==> config.mk <==
export PLATFORM = sky130hd
export DESIGN_NAME = segled_serial_rx_flat
export DESIGN_NICKNAME = d
export VERILOG_FILES = /design/src/rtl/segled_serial_rx_if.sv /design/src/rtl/segled_serial_rx.sv /design/src/flat_wrapper.sv
export SDC_FILE = /design/constraint.sdc
export NUM_CORES = 1
export LEC_CHECK = 0
export BUFFER_PORTS_ARGS = -buffer_cell sky130_fd_sc_hd__clkbuf_2
export CAP_MARGIN = 15
export CELL_PAD_IN_SITES_DETAIL_PLACEMENT = 0
export CELL_PAD_IN_SITES_GLOBAL_PLACEMENT = 2
export CORE_MARGIN = 4
export CORE_UTILIZATION = 40
export CTS_BUF_LIST = sky130_fd_sc_hd__clkbuf_4
export CTS_CLUSTER_SIZE = 20
export DETAILED_ROUTE_END_ITERATION = 8
export GPL_TIMING_DRIVEN = 0
export PLACE_DENSITY_LB_ADDON = 0.2
export SETUP_SLACK_MARGIN = 0.15
export SLEW_MARGIN = 40
export SYNTH_ARGS = -nofsm -noshare
export SYNTH_HDL_FRONTEND = slang
export SYNTH_SLANG_ARGS = --single-unit
==> constraint.sdc <==
create_clock -name clk -period 3.7 [get_ports clk]
set_input_delay 0.74 -clock clk [delete_from_list [all_inputs] [get_ports clk]]
set_output_delay 0.74 -clock clk [all_outputs]
set_load 0.01 [all_outputs]
==> src/rtl/segled_serial_rx_if.sv <==
// segled_serial_rx_if: serial seven-segment link (shift clock, clear, data, latch strobe).
interface segled_serial_rx_if;
    logic SEGLED_CLK;
    logic SEGLED_CLR;
    logic SEGLED_DO;
    logic SEGLED_PEN;
    modport master (output SEGLED_CLK, SEGLED_CLR, SEGLED_DO, SEGLED_PEN);
    modport slave  (input  SEGLED_CLK, SEGLED_CLR, SEGLED_DO, SEGLED_PEN);
endinterface

==> src/rtl/segled_serial_rx.sv <==
// segled_serial_rx: oversampling receiver for the serial seven-segment link, latching frames on PEN.
// Define SEGLED_RX_DECODE_EN to build the per-digit hex glyph decoder driving hex/hex_ok.
module segled_serial_rx #(
    parameter int NBITS = 64,
    parameter int CNTW  = 7
) (
    input  logic              clk,
    input  logic              RSTN,
    segled_serial_rx_if.slave link,
    output logic [NBITS-1:0]  frame,
    output logic              frame_valid,
    output logic              frame_err,
    output logic              overflow,
    output logic [CNTW-1:0]   bit_count,
    output logic [31:0]       hex,
    output logic [7:0]        hex_ok
);
    typedef enum logic [1:0] {IDLE, SHIFT, FULL} state_t;
    localparam logic [CNTW-1:0] NB = CNTW'(NBITS);
    state_t state, state_sh, state_d;
    logic [3:0] s1, s2;
    logic [1:0] s3;
    logic clk_rise, pen_rise, clr_n, do_s, ovf_set;
    logic [NBITS-1:0] sr, sr_d;
    logic [CNTW-1:0] cnt_inc, cnt_sh, cnt_d;
    // Sync order {CLK, PEN, CLR, DO}; DO shares the CLK pipeline depth to stay aligned.
    always_ff @(posedge clk or negedge RSTN)
        if (!RSTN) begin
            s1 <= '0;
            s2 <= '0;
            s3 <= '0;
        end else begin
            s1 <= {link.SEGLED_CLK, link.SEGLED_PEN, link.SEGLED_CLR, link.SEGLED_DO};
            s2 <= s1;
            s3 <= s2[3:2];
        end
    assign clk_rise = s2[3] & ~s3[1];
    assign pen_rise = s2[2] & ~s3[0];
    assign clr_n    = s2[1];
    assign do_s     = s2[0];
    assign cnt_inc  = bit_count + CNTW'(1);
    always_ff @(posedge clk or negedge RSTN)
        if (!RSTN) state <= IDLE;
        else state <= state_d;
    // Shift resolves before commit so a coincident PEN includes the new bit.
    always_comb begin
        sr_d     = sr;
        cnt_sh   = bit_count;
        state_sh = state;
        ovf_set  = 1'b0;
        if (!clr_n) begin
            sr_d     = '0;
            cnt_sh   = '0;
            state_sh = IDLE;
        end else if (clk_rise) begin
            sr_d     = {sr[NBITS-2:0], do_s};
            ovf_set  = state == FULL;
            cnt_sh   = state == FULL ? bit_count : cnt_inc;
            state_sh = (state == FULL || cnt_inc == NB) ? FULL : SHIFT;
        end
        state_d = pen_rise ? IDLE : state_sh;
        cnt_d   = pen_rise ? '0 : cnt_sh;
    end
    always_ff @(posedge clk or negedge RSTN)
        if (!RSTN) begin
            sr          <= '0;
            bit_count   <= '0;
            frame       <= '0;
            frame_valid <= 1'b0;
            frame_err   <= 1'b0;
            overflow    <= 1'b0;
        end else begin
            sr          <= sr_d;
            bit_count   <= cnt_d;
            frame_valid <= pen_rise;
            overflow    <= overflow | ovf_set;
            if (pen_rise) begin
                frame     <= sr_d;
                frame_err <= frame_err | (cnt_sh != NB);
            end
        end
`ifdef SEGLED_RX_DECODE_EN
    // Active-low glyphs for 0..F, decimal point excluded.
    localparam logic [6:0] GLYPH [16] = '{7'h40, 7'h79, 7'h24, 7'h30, 7'h19, 7'h12, 7'h02, 7'h78,
                                          7'h00, 7'h10, 7'h08, 7'h03, 7'h46, 7'h21, 7'h06, 7'h0E};
    logic [31:0] hex_d;
    logic [7:0]  ok_d;
    always_comb begin
        hex_d = '0;
        ok_d  = '0;
        for (int i = 0; i < 8; i++)
            for (int g = 0; g < 16; g++)
                if (sr_d[8*i +: 7] == GLYPH[g]) begin
                    hex_d[4*i +: 4] = 4'(g);
                    ok_d[i]         = 1'b1;
                end
    end
    always_ff @(posedge clk or negedge RSTN)
        if (!RSTN) begin
            hex    <= '0;
            hex_ok <= '0;
        end else if (pen_rise) begin
            hex    <= hex_d;
            hex_ok <= ok_d;
        end
`else
    assign hex    = '0;
    assign hex_ok = '0;
`endif
endmodule

==> src/flat_wrapper.sv <==
// flat-port wrapper written by rule: the top's interface ports become plain ports
module segled_serial_rx_flat 
#(
    parameter int NBITS = 64,
    parameter int CNTW  = 7
)
  (clk, RSTN, frame, frame_valid, frame_err, overflow, bit_count, hex, hex_ok, link_SEGLED_CLK, link_SEGLED_CLR, link_SEGLED_DO, link_SEGLED_PEN);
  segled_serial_rx_if link_i ();
  input  logic clk;
  input  logic RSTN;
  output logic [NBITS-1:0] frame;
  output logic frame_valid;
  output logic frame_err;
  output logic overflow;
  output logic [CNTW-1:0] bit_count;
  output logic [31:0] hex;
  output logic [7:0] hex_ok;
  input wire logic [$bits(link_i.SEGLED_CLK)-1:0] link_SEGLED_CLK;
  input wire logic [$bits(link_i.SEGLED_CLR)-1:0] link_SEGLED_CLR;
  input wire logic [$bits(link_i.SEGLED_DO)-1:0] link_SEGLED_DO;
  input wire logic [$bits(link_i.SEGLED_PEN)-1:0] link_SEGLED_PEN;
  assign link_i.SEGLED_CLK = link_SEGLED_CLK;
  assign link_i.SEGLED_CLR = link_SEGLED_CLR;
  assign link_i.SEGLED_DO = link_SEGLED_DO;
  assign link_i.SEGLED_PEN = link_SEGLED_PEN;
  segled_serial_rx #(.NBITS(NBITS), .CNTW(CNTW)) u_core (.clk(clk), .RSTN(RSTN), .link(link_i), .frame(frame), .frame_valid(frame_valid), .frame_err(frame_err), .overflow(overflow), .bit_count(bit_count), .hex(hex), .hex_ok(hex_ok));
endmodule
==> metrics.csv <==
metric,value,unit
synth warn,0,
Achievable Freq,0.506,GHz
Pre-antenna DRT Iters,4,
CP required,2.96,ns
sw frac,23.4,%
Placer Congestion,0.739,
die width,133,um
worst path cell trace,clkbuf_2,
top cell type's share of synthesized area,59.8,%
Top Family by Delay on Critical Path,flip-flops,
period utilization,53.4,%
DRC Markers,0,
GRT overflow,0,
post-synthesis sequential area ratio,59.8,%
antenna fix cells,0,
Die H,133,um
"Primary FF master, synth",dfrtp_1,
worst reg2reg setup slack,1.98,ns
FF-to-FF path depth,5,
Final Util,48.8,%
status,completed,
CTS Buf Count,17,
drt total wl,11900,um
CTS Sinks,150,
core area,15300,um2
r2r startpoint,u_core.s3[0],
Switch Pwr,0.000711,W
vias in the first global route,4094,
Resize count post-CTS,0,
Vias/cell,4.48,
initial drt markers,204,
Slew @ Worst Pin,0.582,ns
via count,4025,
Tmin final,1.97,ns
routed length per instance,13.2,um
Startpoint Class,flip-flop,
most frequent cells in the layout,"dfrtp_1, nand2_1, clkbuf_2, mux2_2, a21boi_1",
Syn Inst Count,536,
Synth Cell Area,6280,um2
CP Max Fanout,8,
Pleak,3.76,nW
sequential share of power,54.7,%
first-pass GRT wire length,20100,um
Placed Cells,867,
Netlist cell types,35,
antenna violations before repair,0,
TritonCTS clock tree,done,
logic gate share of total power,6.5,%
Seq cells post-synth,150,
pwr/cell area,406,nW/um2
layout cell share with drive strength beyond 1,34.4,%
"Clk pin slew, worst setup/hold paths",0.13,ns
layout net count,682,
peak supply drop,241,uV
"Buf+Inv Stages, Crit Path",1,
Post-CTS Repair Setup Buffers,0,
average size of a mapped cell,11.7,um2
critical path class,flip-flop to output port,
# H-tree levels,4,
Syn-to-layout area delta,19.1,%
synth top area cells,"dfrtp_1, mux2_2, nand2_1",
critical path capture point type,output port,
largest area contributor in the netlist,dfrtp_1,
Sum Neg Setup Slack,0,ns
"Slew Viols, Final",0,
Post-synth EDFFs,0,
"Clk Latency, worst-skew pair",0.53,ns
Starting Density,41.0,%
Crit-path slowest cell,dfrtp_1,
I/O pin count,120,
Post-synth ARST share,100,%
Critical Path AT,1.23,ns
internal power,0.00232,W
post-DP HPWL,8360,um
"most common cell after layout, fill and taps aside",dfrtp_1,
CTS root buf,clkbuf_4,
pin count of the biggest net entering global routing,72,
max incr delay on CP,0.52,ns
die area,17800,um2
Bufs on Longest Clock Path,2,
antenna-violating nets left,0,
"Hold-fix buffers, CTS",0,
slew margin rel.,61.2,%
row count,45,
"Hold Vio Cnt, Final",0,
fin cells,899,
Setup Viol. Count Final,0,
r2r endpoint,u_core.frame[50],
GRT Overall Usage,14.0,%
number of buffers added on ports,79,
Max-Cap Viols,0,
RSZ-0062 raised after global routing,false,
clock share of power,38.8,%
clk_skew,0.0126,ns
worst min path class,input pin to async pin,
## cells by family after synthesis
group	after synthesis	synth area share (%)
simple gates	166	11.0
flops	150	59.8
fa+ha+maj	1	0.199
compound gates	76	8.97
xor+xnor	7	0.977
other cells	1	0.0597
mux	65	11.6
buf+inv	70	7.39
## layer usage
layer	vias up	routed length, um	track usage (%)
li1	1986	-	-
met5	-	0	0
met3	10	643	4.87
met1	1948	5340	18.0
met4	0	121	4.63
met2	81	5760	22.4
## registers in the layout, summed over array words and instances, names as in the netlist
signal / flops
u_core.frame_valid: 1
u_core.s1: 4
u_core.frame_err: 1
u_core.bit_count: 7
u_core.frame: 64
u_core.s2: 4
u_core.s3: 2
u_core.overflow: 1
u_core.state: 2
u_core.sr: 64
## cell type report
class	instances	area, um2
buffer	69	460
clock buffer	17	128
clock inverter	15	210
multi-input combinational	355	2210
tap	211	264
fill	1453	7840
timing repair buffer	81	452
sequential	150	3750
inverter	1	3.75
## power by group through the flow
stage / Clock [W] / Combinational, W / Sequential [W]
2_1_floorplan: 0 / 0.000127 / 0.00169
3_3_place_gp: 0 / 0.000194 / 0.00169
3_5_place_dp: 0 / 0.000202 / 0.00169
4_1_cts: 0.00122 / 0.000203 / 0.00166
5_1_grt: 0.00130 / 0.000223 / 0.00166
6_report: 0.00118 / 0.000198 / 0.00166
## per-stage QoR
stage	hold WS, ns	setup slack [ns]	cell area (um2)	total power, W
3_5_place_dp	0.337	1.95	7140	0.00189
6_report	0.121	1.73	7480	0.00304
4_1_cts	0.0770	1.65	7480	0.00309
3_3_place_gp	0.334	-0.661	7080	0.00189
5_1_grt	0.0725	1.59	7480	0.00319
2_1_floorplan	0.331	2.24	6420	0.00182
## Yosys cell counts (2+ instances only)
cell      count
nand2b_1      4
nor2_1       11
buf_2        11
and4_1        2
mux2_2       64
a21boi_0      3
a21oi_1       3
nand2_1     135
nand4_1       5
a21boi_1     62
nand4b_1      2
xnor2_1       2
buf_4        48
xor2_1        5
nor2b_1       2
dfrtp_1     150
clkbuf_1      9
## how the worst max path moves through the flow
| stage | start | to | slack (ns) | depth (start not counted) |
|---|---|---|---|---|
| after floorplan | u_core.bit_count[0] | u_core.state[0] | 2.24 | 5 |
| after global placement | RSTN | u_core.frame[32] | -0.66 | 1 |
| after detailed placement | u_core.s3[0] | u_core.frame[50] | 1.95 | 5 |
| after CTS | u_core.bit_count[0] | bit_count[0] | 1.65 | 1 |
| after global routing | u_core.bit_count[0] | bit_count[0] | 1.59 | 1 |
| final | u_core.bit_count[0] | bit_count[0] | 1.73 | 1 |
Power figures use the tool's default switching activity.
